==> src/rtl/sensor_warn_scheduler.sv <==
`default_nettype none
// +---------------------------------------------------------------------------+
// | Module   : sensor_warn_scheduler                                          |
// | Desc     : Round-robin scheduler sharing one sensor sampling port and one |
// |            signed threshold comparator among NCH sensor channels, with   |
// |            per-channel debounced warning flags and programmable          |
// |            thresholds. Optional macro WARN_TIMEOUT_EN adds a per-request |
// |            ack timeout that raises a per-channel fault flag.             |
// | Revision : 1.0  initial release                                           |
// +---------------------------------------------------------------------------+
module sensor_warn_scheduler #(
   parameter int                 NCH         = 4,
   parameter int                 DEBOUNCE    = 3,
   parameter logic signed [31:0] THR_DEFAULT = 32'sd10,
   parameter int                 TIMEOUT     = 16,
   localparam int                SELW        = (NCH > 1) ? $clog2(NCH) : 1
) (
   input  logic                    clock,
   input  logic                    reset,
   output logic                    sample_req,
   output logic [SELW-1:0]         sample_sel,
   input  logic                    sample_ack,
   input  logic signed [31:0]      sample_data,
   input  logic                    cfg_we,
   input  logic [SELW-1:0]         cfg_addr,
   input  logic signed [31:0]      cfg_data,
   output logic [NCH-1:0]          warn,
   output logic                    warn_any,
   output logic [NCH-1:0]          fault,
   output logic                    scan_done
);

   // Debounce counter wide enough for DEBOUNCE up to 15.
   localparam int CW = 4;

   // Reject out-of-range configurations at elaboration time.
   if (NCH < 2 || NCH > 8 || DEBOUNCE < 1 || DEBOUNCE > 15 || TIMEOUT < 1) begin : g_param_check
      $error("sensor_warn_scheduler: parameter out of range");
   end

   typedef enum logic [1:0] {
      S_IDLE = 2'd0,
      S_REQ  = 2'd1,
      S_CMP  = 2'd2
   } state_t;

   state_t                  state_q, state_d;
   logic [SELW-1:0]         ch_q, ch_d;
   logic signed [31:0]      data_q, data_d;
   logic signed [31:0]      thr_q [NCH];
   logic signed [31:0]      thr_d [NCH];
   logic [CW-1:0]           cnt_q [NCH];
   logic [CW-1:0]           cnt_d [NCH];
   logic [NCH-1:0]          warn_q, warn_d;
   logic                    warn_any_q;
   logic                    low;

`ifdef WARN_TIMEOUT_EN
   localparam int TW = $clog2(TIMEOUT + 1);
   logic [TW-1:0]           wait_q, wait_d;
   logic                    tout_q, tout_d;
   logic [NCH-1:0]          fault_q, fault_d;
`endif

   // Next-state, datapath and flag update for the scan FSM.
   always_comb begin
      state_d = state_q;
      ch_d    = ch_q;
      data_d  = data_q;
      thr_d   = thr_q;
      cnt_d   = cnt_q;
      warn_d  = warn_q;
`ifdef WARN_TIMEOUT_EN
      wait_d  = wait_q;
      tout_d  = tout_q;
      fault_d = fault_q;
`endif
      // Compare against the threshold as it stood before any write this cycle.
      low = (data_q < thr_q[ch_q]);

      // Threshold writes; addresses with no matching channel fall through.
      for (int i = 0; i < NCH; i++) begin
         if (cfg_we && (cfg_addr == SELW'(i))) begin
            thr_d[i] = cfg_data;
         end
      end

      case (state_q)
         S_IDLE: begin
            state_d = S_REQ;
            ch_d    = '0;
`ifdef WARN_TIMEOUT_EN
            wait_d  = '0;
            tout_d  = 1'b0;
`endif
         end
         S_REQ: begin
            if (sample_ack) begin
               data_d  = sample_data;
               state_d = S_CMP;
`ifdef WARN_TIMEOUT_EN
               tout_d  = 1'b0;
            end else if (wait_q == TW'(TIMEOUT - 1)) begin
               // Give up on this channel; CMP then acts as the timeout cycle.
               state_d = S_CMP;
               tout_d  = 1'b1;
            end else begin
               wait_d  = wait_q + 1'b1;
`endif
            end
         end
         S_CMP: begin
            state_d = S_REQ;
            ch_d    = (ch_q == SELW'(NCH - 1)) ? '0 : ch_q + 1'b1;
`ifdef WARN_TIMEOUT_EN
            wait_d  = '0;
            if (tout_q) begin
               fault_d[ch_q] = 1'b1;
            end else begin
               fault_d[ch_q] = 1'b0;
`endif
               if (low == warn_q[ch_q]) begin
                  cnt_d[ch_q] = '0;
               end else if (cnt_q[ch_q] == CW'(DEBOUNCE - 1)) begin
                  warn_d[ch_q] = ~warn_q[ch_q];
                  cnt_d[ch_q]  = '0;
               end else begin
                  cnt_d[ch_q] = cnt_q[ch_q] + 1'b1;
               end
`ifdef WARN_TIMEOUT_EN
            end
`endif
         end
         default: begin
            state_d = S_IDLE;
         end
      endcase
   end

   // State and datapath registers with synchronous reset.
   always_ff @(posedge clock) begin
      if (reset) begin
         state_q    <= S_IDLE;
         ch_q       <= '0;
         data_q     <= '0;
         warn_q     <= '0;
         warn_any_q <= 1'b0;
         for (int i = 0; i < NCH; i++) begin
            thr_q[i] <= THR_DEFAULT;
            cnt_q[i] <= '0;
         end
`ifdef WARN_TIMEOUT_EN
         wait_q     <= '0;
         tout_q     <= 1'b0;
         fault_q    <= '0;
`endif
      end else begin
         state_q    <= state_d;
         ch_q       <= ch_d;
         data_q     <= data_d;
         warn_q     <= warn_d;
         warn_any_q <= |warn_d;
         thr_q      <= thr_d;
         cnt_q      <= cnt_d;
`ifdef WARN_TIMEOUT_EN
         wait_q     <= wait_d;
         tout_q     <= tout_d;
         fault_q    <= fault_d;
`endif
      end
   end

   assign sample_req = (state_q == S_REQ);
   assign sample_sel = ch_q;
   assign warn       = warn_q;
   assign warn_any   = warn_any_q;
   assign scan_done  = (state_q == S_CMP) && (ch_q == SELW'(NCH - 1));
`ifdef WARN_TIMEOUT_EN
   assign fault      = fault_q;
`else
   assign fault      = '0;
`endif

endmodule
`default_nettype wire
==> config.mk <==
export PLATFORM = sky130hd
export DESIGN_NAME = sensor_warn_scheduler
export DESIGN_NICKNAME = d
export VERILOG_FILES = /design/src/rtl/sensor_warn_scheduler.sv
export SDC_FILE = /design/constraint.sdc
export NUM_CORES = 1
export LEC_CHECK = 0
export CAP_MARGIN = 20
export CORE_MARGIN = 5
export CORE_UTILIZATION = 30
export DETAILED_ROUTE_END_ITERATION = 6
export SLEW_MARGIN = 30
export SYNTH_ARGS = -nofsm -noshare
export SYNTH_HDL_FRONTEND = slang
export SYNTH_SLANG_ARGS = --single-unit
==> constraint.sdc <==
create_clock -name clock -period 4.2 [get_ports clock]
set_input_delay 0.63 -clock clock [delete_from_list [all_inputs] [get_ports clock]]
set_output_delay 0.63 -clock clock [all_outputs]
set_load 0.1 [all_outputs]
==> results.cfg <==
[hold_path]
worstHoldPathCells = 2
hold_path.class = reg -> reg
min_to = thr_q[100]
min_from = thr_q[100]

[floorplanning]
dieHeight_um = 177
ios = 83
initial_core_util = 0.302
core_mm2 = 0.0277
std_cell_rows = 61
die_area_mm2 = 0.0314
die_x_um = 177

[routing]
wl_per_cell_um = 15.9
drtIter0Drc = 448
vias = 6873
wirelength_um = 22800
antenna_left = 0
first_pass_iters = 5
drc = 0
via_per_inst = 4.80

[place]
routabilityCongestion = 0.804
dpl.hpwl_um = 14700
dp_worst_setup_slack_ns = 0.510
portBuffers = 78
dp_cells = 1399

[synth]
yosysWarnings = 0
avgSynthCellArea_um2 = 8.37
synth_cells = 1001
ys_top_cells_by_area = dfxtp_1 44%, nand2_1 15%, mux4_2 9.9%, a21oi_1 9.9%, ha_1 5.5%
synth_flop_cell = dfxtp_1
synth-seq-cells = 185
syn_area_mm2 = 0.00838
netlist.area_leader.share = 0.442
async_flop_share = 0
synth_edf_count = 0
ys_types = 47
yosys.area.top_type = dfxtp_1
ys_seq_area_frac = 0.442

[cts]
clock_latency_ns = 0.43
post_cts_buffers = 0
clockRootBuffer = clkbuf_16
htreeDepth = 4
clk_path_buf_depth = 2
cts_tree = yes
cts.sinks = 185
numCtsBuffers = 17
cts_hold_buf = 0
clk_pin_slew_worst_paths_ns = 0.06
cts.repair.resized = 0

[timing]
slew_headroom = 0.350
fin_crit_sh = 0.891
period_needed_ns = 3.74
finClkSkew_ns = 0.0144
setup_viol = 0
hold_violations = 0
rsz0062_at_grt = no
drv_slew = 0
tightest_slew_ns = 0.972
fin_tns_setup_ns = 0
fin_ws_ns = 0.456
fmaxAchievable_ghz = 0.267

[worst_setup_path]
r2r-start = sample_sel[1]
worstSetupPathType = reg -> reg
critPathArrivalTime_ns = 4.01
end_kind = register
critPathLaunchType = register
cp.required_ns = 4.47
ff2ff_setup_slack_ns = 0.46
r2r_end = cnt_q[9]
reg2reg_depth = 13
path_max_fanout = 32

[grt]
grt_pass1_wl_um = 36800
grt_use_total = 0.147
grt_pass1_vias = 6782
grtUsageMet3 = 0.0397
use_met1 = 0.196
grt.busiest_layer = met2
grt_max_degree = 81
met2_usage = 0.238
antenna_found_initial = 3
grt_overflow = 0

[cells_and_area]
instances_no_fill = 1432
fin_nets = 1148
num_antenna_cells = 0
drive_gt1_frac = 0.0949
final-seq-area_mm2 = 0.00371
final_util = 0.364
multi_input_area_mm2 = 0.00428
nFillCells = 2804
area_growth_pct = 20.3

[pwr]
power_density_mw_per_mm2 = 384
ir_worst_vdd_mv = 0.267
p_leak_nw = 3.46
power_mw = 3.87

[flow_run]
maxCapViolCount = 0

[outcome]
status = finished, final reports clean
## critical path, stage by stage (launching register included)
cell	delay, ns
dfxtp_2	0.34
buf_12	0.27
mux4_2	0.53
inv_1	0.07
ha_1	0.23
a21oi_1	0.15
o21ai_0	0.12
a221oi_1	0.59
nor2b_1	0.13
a211oi_2	0.25
o211ai_2	0.37
buf_4	0.30
a22oi_1	0.16
nor2_1	0.06
## where the power goes
part | switching (mW) | internal [mW] | total (mW)
Clock | 0.697 | 0.886 | 1.58
Sequential | 0.0325 | 1.81 | 1.84
Combinational | 0.269 | 0.178 | 0.447
## flip-flops by register name (all words and copies together) (netlist names)
name / flops
warn: 4
warn_any: 1
data_q: 32
thr_q: 128
state_q: 2
sample_sel: 2
cnt_q: 16
## cells by family (layout without fill, tap and decap cells)
kind of cell             after synthesis  in the layout  synth area share
other                                  1              4          0.000448
flip-flops                           185            185             0.442
adder cells (fa/ha/maj)               37             37            0.0552
AND/OR/NAND/NOR                      416            416             0.204
buffers and inverters                109            159            0.0524
XOR/XNOR                               3              3           0.00403
AO/OA/AOI/OAI                        213            213             0.143
multiplexers                          37             37            0.0994
## final cells by class
class | count | area share
multi-input combinational | 710 | 0.425
sequential | 185 | 0.368
timing repair buffer | 90 | 0.0901
tap | 378 | 0.0469
clock buffer | 20 | 0.0433
inverter | 37 | 0.0138
clock inverter | 12 | 0.0137
## Yosys cell counts, drive strengths merged, types with 2 or more instances
cell / n
nand2: 342
inv: 37
and3: 2
a211oi: 6
a221oi: 2
nor3: 10
nand3: 7
or2: 3
a31oi: 4
nand3b: 12
or4: 2
nor2: 22
a21oi: 166
o21a: 3
clkbuf: 59
o211ai: 5
nand4: 5
dfxtp: 185
mux4: 37
nor3b: 2
and2: 4
o21ai: 7
ha: 37
buf: 13
nor2b: 3
a311oi: 5
a22oi: 13
xnor2: 2
## cells in the final DEF (no fill, tap or decap), types with 3 or more instances in the layout
cell	Yosys	final
a31oi_1	4	4
o211ai_1	4	4
nand3_1	7	6
clkdlybuf4s50_1	0	75
nor3_1	9	9
nor2_1	22	20
nand2_1	342	342
ha_1	37	37
buf_4	4	12
inv_6	0	5
o21ai_0	5	5
clkbuf_1	59	3
and2_1	3	3
a211oi_1	5	5
nor2b_1	3	3
nand4_1	5	5
clkbuf_16	0	17
a311oi_1	4	4
a21oi_1	166	166
nand3b_1	12	12
dfxtp_1	185	183
a22oi_1	13	13
mux4_2	37	37
o21a_1	3	3
inv_1	36	36
conb_1	1	4
## metal layers
metal / vias up / routed length (µm) / part of all wire
met5: - / 38 / 0.0017
met4: 6 / 276 / 0.012
met3: 25 / 1400 / 0.062
met2: 146 / 10500 / 0.46
met1: 3237 / 10600 / 0.46
li1: 3459 / - / -
## how the worst max path moves through the flow
stage	start	slack (ns)	cells after the start	to
3_3_place_gp	sample_sel[1]	0.61	11	warn[0]
3_5_place_dp	sample_sel[1]	0.51	12	cnt_q[9]
6_report	sample_sel[1]	0.46	13	cnt_q[9]
5_1_grt	sample_sel[1]	0.15	13	cnt_q[9]
4_1_cts	sample_sel[1]	0.50	12	cnt_q[9]
2_1_floorplan	sample_sel[0]	0.08	14	warn[2]
## per-stage QoR
step                      hold slack (ns)  instance area (µm²)
after global placement              0.439                 9470
after floorplan                     0.433                 8390
final                               0.453                10100
after detailed placement            0.447                 9470
after CTS                           0.456                10000
after global routing                0.469                10100
Note: power is estimated with default switching activity, not from simulation.
